===== src/rtl/mult_pipe.sv =====
// Pipelined SW x SW multiplier (signed/unsigned per operation) with valid/ready on both sides.
// Optional MULT_STICKY_EN adds sticky_o = OR of product bits [SW-3:0], carried with each product.
module mult_pipe #(
  parameter int SW     = 24,
  parameter int STAGES = 3
) (
  input  logic            clk,
  input  logic            rst,
  input  logic            valid_i,
  output logic            ready_o,
  input  logic            signed_i,
  input  logic [SW-1:0]   Data_A_i,
  input  logic [SW-1:0]   Data_B_i,
  output logic            valid_o,
  input  logic            ready_i,
  output logic [2*SW-1:0] Data_S_o,
`ifdef MULT_STICKY_EN
  output logic            sticky_o,
`endif
  output logic            busy_o
);

  logic              r_v    [1:STAGES];
  logic [2*SW-1:0]   r_data [1:STAGES];
  logic [STAGES:1]   w_adv;
  logic              w_accept;
  logic [2*SW-1:0]   w_a_ext;
  logic [2*SW-1:0]   w_b_ext;
  logic [2*SW-1:0]   w_prod;
  logic              w_busy;

  // Extending both operands to 2*SW bits makes the low 2*SW bits of the product exact in either mode.
  assign w_a_ext  = signed_i ? {{SW{Data_A_i[SW-1]}}, Data_A_i} : {{SW{1'b0}}, Data_A_i};
  assign w_b_ext  = signed_i ? {{SW{Data_B_i[SW-1]}}, Data_B_i} : {{SW{1'b0}}, Data_B_i};
  assign w_prod   = w_a_ext * w_b_ext;

  // Back-to-front advance chain: any empty stage lets everything upstream of it move.
  always_comb begin
    w_adv         = '0;
    w_adv[STAGES] = ~r_v[STAGES] | ready_i;
    for (int k = STAGES - 1; k >= 1; k--) begin
      w_adv[k] = ~r_v[k] | w_adv[k+1];
    end
  end

  always_comb begin
    w_busy = 1'b0;
    for (int k = 1; k <= STAGES; k++) begin
      w_busy = w_busy | r_v[k];
    end
  end

  assign ready_o  = w_adv[1];
  assign w_accept = valid_i & w_adv[1];
  assign valid_o  = r_v[STAGES];
  assign Data_S_o = r_data[STAGES];
  assign busy_o   = w_busy;

`ifdef MULT_STICKY_EN
  logic r_sticky [1:STAGES];
  assign sticky_o = r_sticky[STAGES];
`endif

  for (genvar k = 1; k <= STAGES; k++) begin : g_stage
    logic            w_vin;
    logic [2*SW-1:0] w_din;
`ifdef MULT_STICKY_EN
    logic            w_sin;
`endif

    if (k == 1) begin : g_first
      assign w_vin = w_accept;
      assign w_din = w_prod;
`ifdef MULT_STICKY_EN
      assign w_sin = |w_prod[SW-3:0];
`endif
    end else begin : g_rest
      assign w_vin = r_v[k-1];
      assign w_din = r_data[k-1];
`ifdef MULT_STICKY_EN
      assign w_sin = r_sticky[k-1];
`endif
    end

    // Data only loads with a valid incoming word so an idle output keeps the last product.
    always_ff @(posedge clk or posedge rst) begin
      if (rst) begin
        r_v[k]    <= 1'b0;
        r_data[k] <= '0;
`ifdef MULT_STICKY_EN
        r_sticky[k] <= 1'b0;
`endif
      end else if (w_adv[k]) begin
        r_v[k] <= w_vin;
        if (w_vin) begin
          r_data[k] <= w_din;
`ifdef MULT_STICKY_EN
          r_sticky[k] <= w_sin;
`endif
        end
      end
    end
  end

endmodule


===== config.mk =====
export PLATFORM = sky130hd
export DESIGN_NAME = mult_pipe
export DESIGN_NICKNAME = d
export VERILOG_FILES = /design/src/rtl/mult_pipe.sv
export SDC_FILE = /design/constraint.sdc
export NUM_CORES = 2
export LEC_CHECK = 0
export ABC_AREA = 1
export BUFFER_PORTS_ARGS = -buffer_cell sky130_fd_sc_hd__buf_2
export CORE_MARGIN = 1.5
export CORE_UTILIZATION = 55
export DETAILED_ROUTE_END_ITERATION = 6
export GPL_ROUTABILITY_DRIVEN = 0
export PLACE_DENSITY = 0.77
export SLEW_MARGIN = 20
export SYNTH_ARGS = -nofsm -noshare
export SYNTH_HDL_FRONTEND = slang
export SYNTH_SLANG_ARGS = --single-unit

===== constraint.sdc =====
create_clock -name clk -period 4.7 [get_ports clk]
set_input_delay 0.235 -clock clk [delete_from_list [all_inputs] [get_ports clk]]
set_output_delay 0.235 -clock clk [all_outputs]
set_load 0.02 [all_outputs]

==> summary.txt <==
Clocking
  – Clk Tree Root Cell: clkbuf_16
  – CTS sink count: approximately 150
  – Skew-Pair Late Insertion Delay: approximately 0.43 ns
  – CTS tree: done
  – Clock Pin Slew Worst Setup and Hold Paths: 0.06 ns
  – Maximum level of the CTS H-tree: 4
  – CTS max path bufs: 2
  – TritonCTS buffer count: 17

Global routing
  – Largest net degree at the start of global routing: just over 100
  – Remaining global-route overflow: 0
  – Total global-route track usage: between 30% and 40%
  – Number of global-route vias before repair: around 33000
  – Initial antenna violation count: 3
  – First-pass GRT wire length: approximately 170000 um

Critical path
  – WP data arrival: 7.44 ns
  – R2r setup slk: between 2 and 2.5 ns
  – Top cell by count, worst path: fa_1
  – Crit Path Category: in -> reg
  – Slowest-stage cell, CP: fa_1
  – Critical Path Start Type: input port
  – Worst-path fanout max: 6
  – Crit-path max cell delay: approximately 0.56 ns
  – Worst setup EP type: flip-flop
  – CP required: 4.99 ns

STA
  – Slew Limit Fails: 0
  – Final setup margin: -2.451 ns
  – Final period util: 152.2%
  – Worst Skew: slightly below 0.006 ns
  – Worst Max-Slew Pin Slew: ~0.89 ns
  – Max Clk Rate: 0.1398 GHz
  – Unrepaired setup endpoints after global routing: true
  – Final hold vios: 0
  – Tmin final: roughly 7.2 ns
  – Relative slew slack: 40.54%
  – Final number of setup-violating endpoints: 39
  – Hold WS: around 0.0063 ns

Cells and area
  – ANT cells: 0
  – Fin util: a little over 70%
  – Fill cells: 3954
  – Area delta synth->final: 28.00%
  – Finished Layout Cells: ~5600
  – Final-stage net count: between 5000 and 6000
  – Share of cells above drive strength 1: between 20% and 30%

Floorplan
  – Die Height: about 250 um
  – I/O pins: approximately 100
  – Core Region: just over 60000 um^2
  – # rows: 91
  – Total die area: between 60000 and 70000 um^2
  – Initial Util: 55.88%
  – Chip width: 254.1 um

Detailed routing
  – Vias after detailed routing: 30890
  – WL per Instance: a little over 20 um
  – Drt drc: 0
  – Vias per std cell: 5.489
  – TritonRoute pass-1 iters: 7
  – Post-Route WL: roughly 120000 um
  – DRT iter0 DRCs: 2926
  – ANT nets after route: 0

Place
  – Post-detailed-placement half-perimeter wirelength: around 84000 um
  – Buffers on Ports: about 100
  – Pre-CTS setup slack: -2.961 ns
  – Post-Place Cells: 5490

Yosys
  – Main synth FF type: dfrtp_1
  – Yosys warnings: 0
  – Post-synth net total: between 5000 and 6000
  – Post-synth ARST share: between 90% and 100%
  – Number of synthesized flops with an enable pin: 0
  – Synth Instances: approximately 4200
  – Mapped cell area: roughly 35000 um^2
  – Yosys reg bits: 147
  – Sequential element share of the synthesized area: 10.61%
  – Synth unique cells: 43
  – Syn Area/Cell: slightly above 8 um^2

Min path
  – Worst Hold Class: in -> async

Run status
  – Failing checks: negative setup slack
  – Status: complete, but fails checks

Job
  – Max-cap violation count: 0
registers in the layout, indices dropped and copies added (netlist names):
register       cells
g_stage.w_vin      2
g_stage.w_din     96
valid_o            1
Data_S_o          48
routing by layer:
metal  up-vias  GRT usage, %  share of wire [%]
li1      12940             -                  -
met1     15170         38.64                 32
met5         -             0              0.025
met4         4         26.84                 11
met2      1986         59.53                 48
met3       794         6.596                9.1
timing repair:
item                       4_1_cts  5_1_grt
setup endpoints to repair       39       40
cloned                           7        1
resized for setup              456      278
buffers inserted                59       43
pin swaps                      166      172
hold buffers                     0        0
cell type report:
class / count / area (um^2) / share of cell area [%]
clock buffer: 19 / 442.9 / 0.9979
inverter: 1443 / 5459 / 12.30
tap: 837 / 1047 / 2.360
clock inverter: 12 / 107.6 / 0.2424
timing repair inverter: 2 / 20.02 / 0.04510
sequential: 147 / 3679 / 8.288
multi-input combinational: 2482 / 27550 / 62.06
timing repair buffer: 685 / 6083 / 13.71
cells by family after synthesis:
kind of cell / after synthesis / synth area share, %
xor+xnor: 36 / 0.9093
mux: 71 / 2.306
fa+ha+maj: 971 / 51.64
compound gates: 214 / 3.367
buf+inv: 1612 / 17.53
simple gates: 1190 / 13.64
flops: 147 / 10.61
path summary, 6_finish.rpt:
kind,startpoint,to,cells after the start
worst max-delay path,Data_B_i[8],g_stage[2].w_din[30],29
worst min-delay path,rst,g_stage[3].w_din[4],2
worst max register to register,valid_o,g_stage[3].w_din[30],6
worst min register to register,g_stage[3].w_din[39],g_stage[3].w_din[39],2
max in group asynchronous,rst,g_stage[2].w_din[45],3
min in group clk,ready_i,valid_o,4
metrics by stage:
step | area (um^2) | setup TNS, ns
after global routing | 44380 | -80.02
after global placement | 40260 | -88.46
after CTS | 43090 | -65.42
final | 44380 | -73.70
after detailed placement | 40260 | -92.80
after floorplan | 36210 | -59.74
Yosys cell counts, drive strengths merged (24+ instances only):
| master | instances | area share (%) |
|---|---|---|
| clkbuf | 156 | 1.7 |
| nor2 | 137 | 1.5 |
| inv | 1441 | 16 |
| mux2 | 71 | 2.3 |
| xor2 | 24 | 0.61 |
| nand2 | 920 | 10 |
| dfrtp | 147 | 11 |
| nand3 | 81 | 1.2 |
| o21ai | 104 | 1.5 |
| a21oi | 64 | 0.93 |
| fa | 767 | 44 |
| ha | 204 | 7.4 |
worst max-delay path, delay by kind of cell:
family / cells / cell delay [ns]
adders and majority gates: 10 / 4.87
buffers and inverters: 11 / 1.04
AOI/OAI and AO/OA: 5 / 0.69
xor gates and xnor gates: 1 / 0.48
and+or+nand+nor: 2 / 0.12
placed cells by master, fill, tap and decap left out, types with 41 or more instances in the layout:
master	count
o21ai_0	53
nor2_4	41
nand2_2	65
buf_2	64
inv_2	126
buf_6	88
inv_1	1308
nand2_1	816
ha_1	148
fa_1	695
dfrtp_1	147
mux2_2	71
ha_4	53
nor2_1	68
fa_2	72
buf_4	466
nand3_1	64
Power is not shown: default switching activity piles up to over one toggle a cycle in this logic, so the estimate is an artifact.
